===== config.mk =====
export PLATFORM = sky130hd
export DESIGN_NAME = ecc_lane_port
export DESIGN_NICKNAME = d
export VERILOG_FILES = /design/src/rtl/ecc_pkg.sv /design/src/rtl/ecc_lane_shifter.sv /design/src/rtl/ecc_lane_port.sv
export SDC_FILE = /design/constraint.sdc
export NUM_CORES = 2
export LEC_CHECK = 0
export BUFFER_PORTS_ARGS = -buffer_cell sky130_fd_sc_hd__buf_4
export CORE_AREA = 2 2 404 406
export CTS_BUF_LIST = sky130_fd_sc_hd__clkbuf_8
export DETAILED_ROUTE_END_ITERATION = 16
export DIE_AREA = 0 0 406 408
export SYNTH_ARGS = -nofsm -noshare
export SYNTH_HDL_FRONTEND = slang
export SYNTH_SLANG_ARGS = --single-unit

===== constraint.sdc =====
create_clock -name clk -period 4.8 [get_ports clk]
set_clock_uncertainty 0.1 [all_clocks]
set_input_delay 0.96 -clock clk [delete_from_list [all_inputs] [get_ports clk]]
set_output_delay 0.96 -clock clk [all_outputs]
set_load 0.02 [all_outputs]

===== src/rtl/ecc_pkg.sv =====
// Shared constants, encodings and helpers for the ECC lane-serial front end.
package ecc_pkg;

    localparam int MAX_BITS = 128;
    localparam int NUM_OPS  = 6;
    localparam int OP_PX    = 3;
    localparam int OP_PY    = 4;

    typedef enum logic [1:0] {
        BITS16  = 2'b00,
        BITS32  = 2'b01,
        BITS64  = 2'b10,
        BITS128 = 2'b11
    } mode_e;

    typedef enum logic [2:0] {
        IDLE,
        MODE1,
        MODE0,
        LOAD,
        START,
        WAIT_CORE,
        SEND
    } state_e;

    function automatic int width_of(input logic [1:0] mode);
        return 16 << mode;
    endfunction

    function automatic int beats(input logic [1:0] mode, input int lanes);
        return width_of(mode) / lanes;
    endfunction

endpackage


===== src/rtl/ecc_lane_shifter.sv =====
// MAX_BITS-wide shift register: clear, LANES-wide shift-in at the LSB end,
// and parallel load. The serial output is taken from the top LANES bits.
module ecc_lane_shifter #(
    parameter int WIDTH = 128,
    parameter int LANES = 1
) (
    input  logic             clk,
    input  logic             rst,
    input  logic             clr,
    input  logic             shift_en,
    input  logic             load_en,
    input  logic [LANES-1:0] lane_in,
    input  logic [WIDTH-1:0] load_val,
    output logic [WIDTH-1:0] q
);

    always_ff @(posedge clk) begin
        if (rst || clr)
            q <= '0;
        else if (load_en)
            q <= load_val;
        else if (shift_en)
            q <= {q[WIDTH-LANES-1:0], lane_in};
    end

endmodule


===== src/rtl/ecc_lane_port.sv =====
// Lane-serial command/result front end for the ECC point-multiplication core:
// deserialises mode plus six operands, starts the core, serialises Rx/Ry back out.
module ecc_lane_port #(
    parameter int MAX_BITS = 128,
    parameter int LANES    = 1,
    parameter int BEATW    = 7
) (
    input  logic                clk,
    input  logic                rst,
    input  logic                i_data_valid,
    input  logic                i_cmd,
    input  logic                i_mode,
    input  logic [LANES-1:0]    i_a,
    input  logic [LANES-1:0]    i_b,
    input  logic [LANES-1:0]    i_prime,
    input  logic [LANES-1:0]    i_Px,
    input  logic [LANES-1:0]    i_Py,
    input  logic [LANES-1:0]    i_m,
    input  logic                i_out_ready,
    output logic                o_data_valid,
    output logic [LANES-1:0]    o_Px,
    output logic [LANES-1:0]    o_Py,
    output logic                o_busy,
    output logic                o_cmd_err,
    output logic                o_core_start,
    output logic [1:0]          o_core_mode,
    output logic [MAX_BITS-1:0] o_core_a,
    output logic [MAX_BITS-1:0] o_core_b,
    output logic [MAX_BITS-1:0] o_core_prime,
    output logic [MAX_BITS-1:0] o_core_Px,
    output logic [MAX_BITS-1:0] o_core_Py,
    output logic [MAX_BITS-1:0] o_core_m,
    input  logic                i_core_done,
    input  logic [MAX_BITS-1:0] i_core_Rx,
    input  logic [MAX_BITS-1:0] i_core_Ry
);
    import ecc_pkg::*;

    state_e state_q, state_d;
    mode_e  mode_q;
    logic [BEATW-1:0] beat_q, last_beat;
    logic loaded_q, reload_q, cmd_err_q;
    logic strobe, reload_ok, retire, core_accept, unused_res;
    logic [7:0] align_sh;

    logic [NUM_OPS-1:0][LANES-1:0]    op_lane;
    logic [NUM_OPS-1:0][MAX_BITS-1:0] op_q;
    logic [1:0][MAX_BITS-1:0]         res_q, res_aligned;

    assign strobe      = (state_q == IDLE) && i_data_valid;
    assign reload_ok   = strobe && i_cmd && loaded_q;
    assign retire      = (state_q == SEND) && i_out_ready;
    assign core_accept = (state_q == WAIT_CORE) && i_core_done;
    assign last_beat   = BEATW'(beats(mode_q, LANES) - 1);

    // Results are pre-shifted so bit W-1 sits at the top and leaves first.
    assign align_sh       = 8'(MAX_BITS - width_of(mode_q));
    assign res_aligned[0] = i_core_Rx << align_sh;
    assign res_aligned[1] = i_core_Ry << align_sh;

    assign op_lane = {i_m, i_Py, i_Px, i_prime, i_b, i_a};

    for (genvar g = 0; g < NUM_OPS; g++) begin : g_op
        localparam bit IS_POINT = (g == OP_PX) || (g == OP_PY);
        ecc_lane_shifter #(.WIDTH(MAX_BITS), .LANES(LANES)) u_sh (
            .clk      (clk),
            .rst      (rst),
            .clr      ((state_q == MODE0) || (IS_POINT && reload_ok)),
            .shift_en ((state_q == LOAD) && (IS_POINT || !reload_q)),
            .load_en  (1'b0),
            .lane_in  (op_lane[g]),
            .load_val ('0),
            .q        (op_q[g])
        );
    end

    for (genvar g = 0; g < 2; g++) begin : g_res
        ecc_lane_shifter #(.WIDTH(MAX_BITS), .LANES(LANES)) u_sh (
            .clk      (clk),
            .rst      (rst),
            .clr      (1'b0),
            .shift_en (retire),
            .load_en  (core_accept),
            .lane_in  ('0),
            .load_val (res_aligned[g]),
            .q        (res_q[g])
        );
    end

    // Only the leading lane of each result register is observed.
    assign unused_res = ^{res_q[0][MAX_BITS-LANES-1:0], res_q[1][MAX_BITS-LANES-1:0]};

    always_ff @(posedge clk) begin
        if (rst)
            state_q <= IDLE;
        else
            state_q <= state_d;
    end

    always_comb begin
        state_d      = state_q;
        o_busy       = (state_q != IDLE);
        o_core_start = 1'b0;
        o_data_valid = 1'b0;
        case (state_q)
            IDLE: begin
                if (strobe && !i_cmd)
                    state_d = MODE1;
                else if (reload_ok)
                    state_d = LOAD;
            end
            MODE1:     state_d = MODE0;
            MODE0:     state_d = LOAD;
            LOAD:      if (beat_q == last_beat) state_d = START;
            START: begin
                o_core_start = 1'b1;
                state_d      = WAIT_CORE;
            end
            WAIT_CORE: if (i_core_done) state_d = SEND;
            SEND: begin
                o_data_valid = 1'b1;
                if (retire && (beat_q == last_beat))
                    state_d = IDLE;
            end
            default:   state_d = IDLE;
        endcase
    end

    always_ff @(posedge clk) begin
        if (rst) begin
            mode_q    <= BITS16;
            beat_q    <= '0;
            loaded_q  <= 1'b0;
            reload_q  <= 1'b0;
            cmd_err_q <= 1'b0;
        end else begin
            cmd_err_q <= strobe && i_cmd && !loaded_q;
            if (strobe)
                reload_q <= i_cmd;
            if (state_q == MODE1)
                mode_q <= mode_e'({i_mode, mode_q[0]});
            if (state_q == MODE0)
                mode_q <= mode_e'({mode_q[1], i_mode});
            if ((state_q == LOAD) || retire)
                beat_q <= (beat_q == last_beat) ? '0 : beat_q + 1'b1;
            if ((state_q == LOAD) && (beat_q == last_beat))
                loaded_q <= 1'b1;
        end
    end

    assign o_cmd_err    = cmd_err_q;
    assign o_core_mode  = mode_q;
    assign o_core_a     = op_q[0];
    assign o_core_b     = op_q[1];
    assign o_core_prime = op_q[2];
    assign o_core_Px    = op_q[OP_PX];
    assign o_core_Py    = op_q[OP_PY];
    assign o_core_m     = op_q[5];
    assign o_Px = o_data_valid ? res_q[0][MAX_BITS-1 -: LANES] : '0;
    assign o_Py = o_data_valid ? res_q[1][MAX_BITS-1 -: LANES] : '0;

endmodule


==> results.sh <==
export IMPL_status="finished clean"
export IMPL_rsz0062_at_grt="false"
export IMPL_vdd_drop_max_mv=0.241
export IMPL_dieArea_um2=166000
export IMPL_reg2reg_depth=5
export IMPL_min_period_over_period=0.742
export IMPL_multiInputGateArea_um2=18500
export IMPL_clk_pin_slew_ns=0.06
export IMPL_firstDrtPassIters=8
export IMPL_wl_um=160000
export IMPL_mostFrequentLayoutCell="nand2_1"
export IMPL_hold_violations=0
export IMPL_vias=39100
export IMPL_crit_type="register to output pin"
export IMPL_p_total_mw=18.2
export IMPL_syn_area_per_cell_um2=8.22
export IMPL_clock_sinks=1039
export IMPL_tritoncts="built"
export IMPL_power_density_nw_per_um2=334
export IMPL_antenna_found_initial=26
export IMPL_fin_util=0.337
export IMPL_holdPathStages=3
export IMPL_slew_headroom=0.171
export IMPL_hp_class="input port to register"
export IMPL_syn_nets=5311
export IMPL_whs_ns=0.193
export IMPL_ant_nets=0
export IMPL_synth_area_um2=41400
export IMPL_design_core_area_um2=162000
export IMPL_drive_gt1_frac=0.289
export IMPL_setup_viol=0
export IMPL_grt_max_degree=212
export IMPL_drc=0
export IMPL_vias_per_cell=4.76
export IMPL_io_pins=1045
export IMPL_cts_made_buffers=182
export IMPL_crit_path_start_kind="register"
export IMPL_clockBufferDepth=3
export IMPL_num_fill_cells=17000
export IMPL_cts_resized=0
export IMPL_dp_cells=7878
export IMPL_mostFrequentLayoutCells="1,838 x nand2_1, 1,085 x buf_4, 1,037 x dfxtp_1, 604 x a21oi_1, 231 x nor2_1"
export IMPL_stdcell_area_um2=54400
export IMPL_ctsHoldBuffers=0
export IMPL_fp_row_count=148
export IMPL_synth_warnings=0
export IMPL_seqCellArea_um2=20800
export IMPL_wl_per_cell_um=19.4
export IMPL_insertion_delay_ns=0.91
export IMPL_max_cap_violations=0
export IMPL_fin_cells=8213
export IMPL_cp_startpoint="state_q[2]"
export IMPL_post_cts_buffers=0
export IMPL_finalSetupTns_ns=0
export IMPL_crit_fanout=18
export IMPL_portBuffers=1044
export IMPL_r2r_end="g_res[1].u_sh.q[49]"
export IMPL_hp_start="i_a"
export IMPL_globalplace_congestion=0.909
export IMPL_dp_slack_ns=1.13
export IMPL_drt_iter0_drc=3496
export IMPL_floorplan_initialDensity=0.256
export IMPL_tightest_slew_ns=1.24
export IMPL_end_kind="output pin"
export IMPL_grt_pass1_wl_um=231000
export IMPL_setup_slack_ns=1.24
export IMPL_root_buffer="clkbuf_8"
export IMPL_holdPathEnd="g_op[0].u_sh.q[0]"
export IMPL_fin_nets=6157
export IMPL_syn_inst=5041
export IMPL_max_freq_ghz=0.281
export IMPL_grt_pass1_vias=36100
export IMPL_dpl_instance_area_um2=50700
export IMPL_slew_viol_final=0
export IMPL_r2r_setup_slack_ns=1.54
export IMPL_place_hpwl_um=114000
export IMPL_cp_arrival_ns=2.50
export IMPL_p_leak_nw=18.8
export IMPL_synth_cell_type_count=49
export IMPL_cts_max_level=4
export IMPL_crit_reg2reg_launch="state_q[2]"
export IMPL_grt_overflow=0
export IMPL_ys_ff_latch=1039
export IMPL_period_needed_ns=3.56
export IMPL_cp_data_required_time_ns=3.74
export IMPL_yosysSeqAreaShare=0.502
export IMPL_track_usage=0.182
export IMPL_area_growth_pct=31.4
export IMPL_dieWidth_um=406
export IMPL_die_h_um=408
kinds of logic after synthesis:
family	count (synthesis)	share of synthesized area
and+or+nand+nor	2301	0.217
AOI/OAI and AO/OA	1117	0.183
DFF	1039	0.502
buffers and inverters	451	0.0535
muxes	130	0.0440
xor gates and xnor gates	2	0.000423
adders and majority gates	1	0.000302
worst max-delay path: stages (launching register included):
cell and delay (ns):
dfxtp_1 0.85, inv_1 0.31, nor3_1 0.26, buf_4 0.20
power breakdown:
| group | internal, mW | switching (mW) | total, mW |
|---|---|---|---|
| combinational | 0.374 | 0.822 | 1.20 |
| sequential | 8.64 | 0.0469 | 8.68 |
| clock | 4.46 | 3.87 | 8.33 |
| total | 13.5 | 4.73 | 18.2 |
how the worst max path moves through the flow:
stage                    endpoint  slack [ns]  depth (start not counted)
2_1_floorplan  g_res[0].u_sh.q[1]        2.54                          7
3_3_place_gp   g_op[3].u_sh.q[28]        1.15                          5
3_5_place_dp   g_op[3].u_sh.q[12]        1.13                          5
4_1_cts              o_core_start        1.09                          3
5_1_grt              o_core_start        1.01                          3
6_report             o_core_start        1.24                          3
sequential cells by signal (all words and copies together), names as in the netlist:
signal,flops
g_op.u_sh.q,768
o_cmd_err,1
state_q,3
reload_q,1
beat_q,7
o_core_mode,2
loaded_q,1
g_res.u_sh.q,256
routing by layer:
layer,GRT usage,part of all wire
met1,0.211,0.39
met2,0.291,0.47
met3,0.0570,0.085
met4,0.112,0.053
met5,0,0.000088
cells in the mapped netlist (all sizes together):
master	instances	area share
a221oi	1	0.00036
o211ai	32	0.0058
nor2	232	0.021
o21a	2	0.00039
dfxtp	1039	0.50
and2	2	0.00030
nand2b	3	0.00045
or3b	1	0.00021
a221o	33	0.0080
a32oi	3	0.00063
or3	2	0.00030
or2	2	0.00030
clkbuf	207	0.019
buf	242	0.035
mux4	32	0.017
nand2	1840	0.17
a2bb2oi	1	0.00021
nor3	6	0.0011
nor2b	3	0.00045
nand3	196	0.024
o21ai	5	0.00060
and2b	1	0.00018
nor4b	1	0.00021
ha	1	0.00030
or4	4	0.00072
a21o	1	0.00018
a311oi	222	0.048
and3b	2	0.00042
mux2	96	0.026
mux2i	2	0.00048
a211o	1	0.00021
nand4	2	0.00030
nand3b	1	0.00018
a41o	1	0.00024
xor2	2	0.00042
a31oi	1	0.00015
and3	3	0.00045
a21oi	814	0.12
inv	2	0.00018
area by class of cell:
cell class                 instances  area share
inverter                           2    0.000138
tap                             2175      0.0500
antenna                           25     0.00115
multi-input combinational       3551       0.339
clock inverter                    82      0.0105
sequential                      1039       0.382
clock buffer                     228      0.0576
timing repair buffer            1111       0.159
Note: power is estimated with default switching activity, not from simulation.
